==> config.mk <==
export PLATFORM = sky130hd
export DESIGN_NAME = gnr_attractor_ctrl
export DESIGN_NICKNAME = d
export VERILOG_FILES = /design/src/rtl/gnr_ctrl_pkg.sv /design/src/rtl/gnr_sat_counter.sv /design/src/rtl/gnr_attractor_ctrl.sv
export SDC_FILE = /design/constraint.sdc
export NUM_CORES = 1
export LEC_CHECK = 0
export CORE_MARGIN = 10
export CORE_UTILIZATION = 44
export CTS_CLUSTER_DIAMETER = 40
export DETAILED_ROUTE_END_ITERATION = 16
export PLACE_DENSITY = 0.74
export SYNTH_ARGS = -nofsm -noshare
export SYNTH_HDL_FRONTEND = slang
export SYNTH_SLANG_ARGS = --single-unit
==> constraint.sdc <==
create_clock -name clk -period 2.3 [get_ports clk]
set_clock_uncertainty 0.05 [all_clocks]
set_input_delay 0.575 -clock clk [delete_from_list [all_inputs] [get_ports clk]]
set_output_delay 0.575 -clock clk [all_outputs]
set_load 0.005 [all_outputs]
==> src/rtl/gnr_ctrl_pkg.sv <==
// gnr_ctrl_pkg
//   Shared definitions for the gene-regulatory-network attractor controller:
//   controller state encoding, default network/counter widths and the
//   saturating-increment helper used by gnr_sat_counter.
package gnr_ctrl_pkg;

  localparam int N_DEF  = 16;
  localparam int CW_DEF = 16;

  typedef enum logic [2:0] {
    IDLE   = 3'd0,
    LOAD   = 3'd1,
    SEARCH = 3'd2,
    PERIOD = 3'd3,
    DONE   = 3'd4
  } state_t;

  // Increment value, holding at the all-ones pattern of a width-bit counter.
  function automatic logic [63:0] sat_inc(input logic [63:0] value, input int width);
    logic [63:0] limit;
    limit = (width >= 64) ? {64{1'b1}} : ((64'd1 << width) - 64'd1);
    return (value >= limit) ? value : value + 64'd1;
  endfunction

endpackage

==> src/rtl/gnr_sat_counter.sv <==
// gnr_sat_counter
//   W-bit up counter that sticks at all-ones instead of wrapping.
//   Ports:
//     clk   in  clock
//     rst   in  synchronous active-high reset (count -> 0)
//     en    in  increment by one (saturating)
//     clr   in  force count to 0; has priority over en
//     count out current count
module gnr_sat_counter
  import gnr_ctrl_pkg::*;
#(
  parameter int W = CW_DEF
) (
  input  logic         clk,
  input  logic         rst,
  input  logic         en,
  input  logic         clr,
  output logic [W-1:0] count
);

  logic [W-1:0] count_next;

  always_comb begin
    count_next = count;
    if (clr) begin
      count_next = '0;
    end else if (en) begin
      count_next = W'(sat_inc(64'(count), W));
    end
  end

  always_ff @(posedge clk) begin
    if (rst) begin
      count <= '0;
    end else begin
      count <= count_next;
    end
  end

endmodule

==> src/rtl/gnr_attractor_ctrl.sv <==
// gnr_attractor_ctrl
//   Run controller for the Boolean GRN node array. Loads an initial state into
//   both node copies, runs Floyd cycle detection (tortoise s0 at half rate via
//   the node pass bit, hare s1 at full rate), then freezes the tortoise and
//   steps the hare once around the attractor to measure its period.
//   Optional build macro: GNR_TIMEOUT_EN -- aborts a run once h + p reaches
//   MAX_STEPS and reports it on out_timeout; undefined, out_timeout stays 0.
//   Ports:
//     clk, rst                  clock, synchronous active-high reset
//     in_valid/in_ready/in_state  initial-state handshake (ready only in IDLE)
//     reset_nos, init_state     load strobe and value for both node copies
//     start_s0, start_s1        tortoise / hare enables
//     s0_vec, s1_vec            registered node state copies
//     out_valid/out_ready       result handshake
//     out_steps, out_period     hare steps at meeting, attractor period
//     out_attr, out_timeout     state on the attractor, step-limit abort flag
module gnr_attractor_ctrl
  import gnr_ctrl_pkg::*;
#(
  parameter int          N         = N_DEF,
  parameter int          CW        = CW_DEF,
  parameter int unsigned MAX_STEPS = 32'hFFF0
) (
  input  logic          clk,
  input  logic          rst,
  input  logic          in_valid,
  output logic          in_ready,
  input  logic [N-1:0]  in_state,
  output logic          reset_nos,
  output logic [N-1:0]  init_state,
  output logic          start_s0,
  output logic          start_s1,
  input  logic [N-1:0]  s0_vec,
  input  logic [N-1:0]  s1_vec,
  output logic          out_valid,
  input  logic          out_ready,
  output logic [CW-1:0] out_steps,
  output logic [CW-1:0] out_period,
  output logic [N-1:0]  out_attr,
  output logic          out_timeout
);

  state_t        state_reg, state_next;
  logic [CW-1:0] h_cnt, p_cnt;
  logic [N-1:0]  attr_reg;
  logic          accept, states_eq, meet, per_match, limit_hit, enter_done;

  assign accept    = (state_reg == IDLE) && in_valid;
  assign states_eq = (s0_vec == s1_vec);
  // Tortoise and hare can only coincide meaningfully after an even, non-zero
  // number of hare steps (tortoise has then taken exactly h/2).
  assign meet      = (state_reg == SEARCH) && (h_cnt != '0) && !h_cnt[0] && states_eq;
  assign per_match = (state_reg == PERIOD) && (p_cnt != '0) && states_eq;

`ifdef GNR_TIMEOUT_EN
  assign limit_hit = ((state_reg == SEARCH) || (state_reg == PERIOD)) &&
                     ((33'(h_cnt) + 33'(p_cnt)) >= 33'(MAX_STEPS));
`else
  assign limit_hit = 1'b0;
  logic unused_max_steps;
  assign unused_max_steps = (MAX_STEPS == 0);
`endif

  always_comb begin
    state_next = state_reg;
    in_ready   = 1'b0;
    reset_nos  = 1'b0;
    start_s0   = 1'b0;
    start_s1   = 1'b0;
    out_valid  = 1'b0;
    case (state_reg)
      IDLE: begin
        in_ready = 1'b1;
        if (in_valid) state_next = LOAD;
      end
      LOAD: begin
        reset_nos  = 1'b1;
        state_next = SEARCH;
      end
      SEARCH: begin
        if (limit_hit) begin
          state_next = DONE;
        end else if (meet) begin
          state_next = PERIOD;
        end else begin
          start_s0 = 1'b1;
          start_s1 = 1'b1;
        end
      end
      PERIOD: begin
        if (limit_hit || per_match) begin
          state_next = DONE;
        end else begin
          start_s1 = 1'b1;
        end
      end
      DONE: begin
        out_valid = 1'b1;
        if (out_ready) state_next = IDLE;
      end
      default: state_next = IDLE;
    endcase
  end

  gnr_sat_counter #(.W(CW)) u_h_cnt (
    .clk   (clk),
    .rst   (rst),
    .en    ((state_reg == SEARCH) && start_s1),
    .clr   (accept),
    .count (h_cnt)
  );

  gnr_sat_counter #(.W(CW)) u_p_cnt (
    .clk   (clk),
    .rst   (rst),
    .en    ((state_reg == PERIOD) && start_s1),
    .clr   (accept || meet),
    .count (p_cnt)
  );

  // Results are published only when DONE is entered so the outputs stay
  // stable for the whole run; h and p are frozen by then anyway.
  assign enter_done = (state_reg != DONE) && (state_next == DONE);

  always_ff @(posedge clk) begin
    if (rst) begin
      state_reg   <= IDLE;
      init_state  <= '0;
      attr_reg    <= '0;
      out_steps   <= '0;
      out_period  <= '0;
      out_attr    <= '0;
      out_timeout <= 1'b0;
    end else begin
      state_reg <= state_next;
      if (accept) begin
        init_state <= in_state;
        attr_reg   <= '0;
      end
      if (meet) attr_reg <= s1_vec;
      if (enter_done) begin
        out_steps   <= h_cnt;
        out_period  <= p_cnt;
        out_attr    <= meet ? s1_vec : attr_reg;
        out_timeout <= limit_hit;
      end
    end
  end

endmodule

==> impl_results.md <==
- Worst Path Arrival: ~2.0 ns
- Fin worst setup slack: -0.345 ns
- Routed length on met1: roughly 6000 um
- Die Width: 125 um
- Fin. Hold Viols: 0
- Power Dens Cells: 646 nW/um2
- Combinational power share: 0.085
- Rows: 38
- Grt ovf: 0
- Clk pwr share: 0.502
- Area leader, netlist: dfxtp_1
- Nets: 860
- Tmin final: 2.65 ns
- Syn nets: around 670
- Root Driver: clkbuf_8
- Switching portion of total power: 0.246
- # clock sinks: 115
- Mapped Cells: 609
- Max-cap violations: 0
- DR iter-0 viols: 381
- Max Slew Vio Count: 0
- Vias/cell: 5.41
- Layout Area Growth over Synthesis: 55.4%
- Worst setup SP type: input pin
- Vias in the first global route: between 5000 and 6000
- Port Buffers: 120
- Seq/Total Area, Yosys: 0.472
- Number of remaining DRC errors: 0
- Dpl hpwl: 10800 um
- Cts hold-fix bufs: 0
- Share of cells above drive strength 1: 0.247
- Synth top area share: 0.472
- Highest clock rate: 0.378 GHz
- CTS clk-pin slew, worst paths: about 0.060 ns
- Total die area: roughly 16000 um2
- Via count: 5182
- Status: finished, violations left
- DRT Pass-1 Iters: 5
- Post-Route WL: 16100 um
- Final instance area: about 7600 um2
- Worst EP required: between 1.5 and 2 ns
- Leakage power: 2.79 nW
- Setup crit end kind: output pin
- Worst Hold Class: input pin to register
- Die Height: 125 um
- Peak supply drop: between 0.0004 and 0.0005 V
- Hold Path Cell Cnt: 3
- Htree depth: 4
- Metal2 WL: 8110 um
- Synthesis-stage register bit count: around 120
- GP Congestion: 0.835
- Initial antenna violation count: 1
- Longest Clk Path Bufs: 2
- Num ports: 122
- Core area: 10800 um2
- Antenna viol nets, final: 0
- WL met3: 1640 um
- Reg power frac: 0.414
- Drt wl/cell: 16.8 um
- TritonCTS clock tree: yes
- Internal power component: 3.69 mW
- Global-route usage over all layers: 0.199
- Switch Pwr: 1.21 mW
- Crit share post-route: 1.15
- Synth Cell Area: 4880 um2
- Clock Latency Late Sink: about 0.53 ns
- R2R cell count: 18
- Initial Util: 0.450
- Max FO, Critical Path: 2
- First-pass GRT wire length: 26000 um
- Crit path kind: input pin to output pin
- Synthesis Warnings: 0
- Highest routed layer: met4
- Largest net degree at the start of global routing: 46
- Post-placement cell area: 6680 um2
- Avg Cell Area, Syn: 8.01 um2
- Synth cell types: 45
- CTS buffer count: 17
- Final setup fails: 3
- DP Worst Slack: -0.986 ns
- RSZ-0062 raised after global routing: yes
- Failing checks: setup timing
- Synth top area cells: dfxtp_1 47%, nand2_1 11%, a21oi_1 10%, nand3_1 5.0%, xor2_1 3.9%
[final timing paths]
check,from,endpoint,slack (ns)
setup / recovery,s1_vec[13],start_s1,-0.35
hold / removal,s1_vec[6],attr_reg[6]$_SDFFE_PP0P_,0.26
setup reg to reg,u_h_cnt.count[0]$_SDFFE_PP0P_,u_h_cnt.count[0]$_SDFFE_PP0P_,-0.26
hold reg to reg,out_steps[15]$_SDFFE_PP0P_,out_steps[15]$_SDFFE_PP0P_,0.40
[layout by cell type, fill, tap and decap left out, types with 5 or more instances in the layout]
master,instances
or4_1,9
nor3_1,5
clkdlybuf4s50_1,82
xor2_1,13
nand3_1,48
a21oi_1,98
and3_1,7
clkinv_4,6
clkbuf_16,16
o21ai_0,8
nand2_1,143
dfxtp_2,5
buf_6,7
o31ai_1,7
nor2_1,19
dlygate4sd2_1,7
nand4_1,13
clkdlybuf4s15_1,7
xor2_2,9
buf_2,21
buf_4,86
or3_1,10
dfxtp_1,110
[worst max-delay path: stages]
cell,delay [ns]
clkdlybuf4s15_1,0.20
xor2_1,0.18
nor4_2,0.31
and4_1,0.30
and2_4,0.16
nand2b_4,0.12
o21ai_2,0.05
buf_2,0.13
[cells by family after synthesis]
group,count (synthesis),synth area share
and+or+nand+nor,290,0.283
adders and majority gates,4,0.0103
muxes,2,0.00436
DFF,115,0.472
AOI/OAI and AO/OA,124,0.140
buffers and inverters,46,0.0416
other,1,0.000769
xor gates and xnor gates,27,0.0485
[per-stage QoR]
stage                     utilization  total power, mW  TNS [ns]  instances  hold slack [ns]
after floorplan                     -             2.21    -0.127        609            0.398
after global placement          0.616             2.43    -42.46        900            0.388
after detailed placement        0.616             2.44    -46.12        900            0.393
after CTS                       0.694             4.90    -0.777        958            0.252
after global routing            0.699             5.05     -1.06        958            0.259
final                           0.699             4.90    -0.888        958            0.261
[cell type report]
class,count,area [um2]
multi-input cells,448,2640
clock buffers,18,428
inverters,7,26.3
clock inverters,14,133
fillers,841,3260
flip-flops and latches,115,2310
well taps,140,175
diodes,1,2.50
repair buffers,215,1870
[timing repair]
action | in CTS | in global routing
pin swaps | 31 | 11
endpoints found under the setup margin | 84 | 12
endpoints found under the hold margin | 0 | 0
setup buffers | 26 | 1
resized for setup | 151 | 12
gates cloned | 0 | 0
[metal layers]
metal  GRT usage  up-vias
met5           0        -
met4      0.0745        0
met3       0.101       25
met2       0.339      173
met1       0.205     2479
li1            -     2505
[cell usage after synthesis, drive strengths merged]
cell type	number
nor4b	2
o31ai	7
and3b	1
and3	8
buf	15
mux2i	1
or3b	1
nor4	12
a21oi	98
a31o	1
a31oi	3
nand4	14
nand2b	3
a211oi	1
inv	7
nand4b	1
ha	4
or4	9
and4	1
nor3	6
nor2	22
nand2	144
or3	12
o211ai	3
clkbuf	24
dfxtp	115
nor3b	1
conb	1
xor2	22
and2	3
nand3	49
o21ai	10
nand3b	1
o41ai	1
mux2	1
xnor2	5
[power groups by stage]
| stage | clock (mW) | sequential (mW) | combinational (mW) |
|---|---|---|---|
| finish | 2.46 | 2.03 | 0.415 |
| detailed placement | 0 | 2.07 | 0.370 |
| floorplan | 0 | 2.07 | 0.136 |
| global placement | 0 | 2.07 | 0.361 |
| global route | 2.57 | 2.03 | 0.448 |
| CTS | 2.48 | 2.03 | 0.397 |
Note: power is estimated with default switching activity, not from simulation.
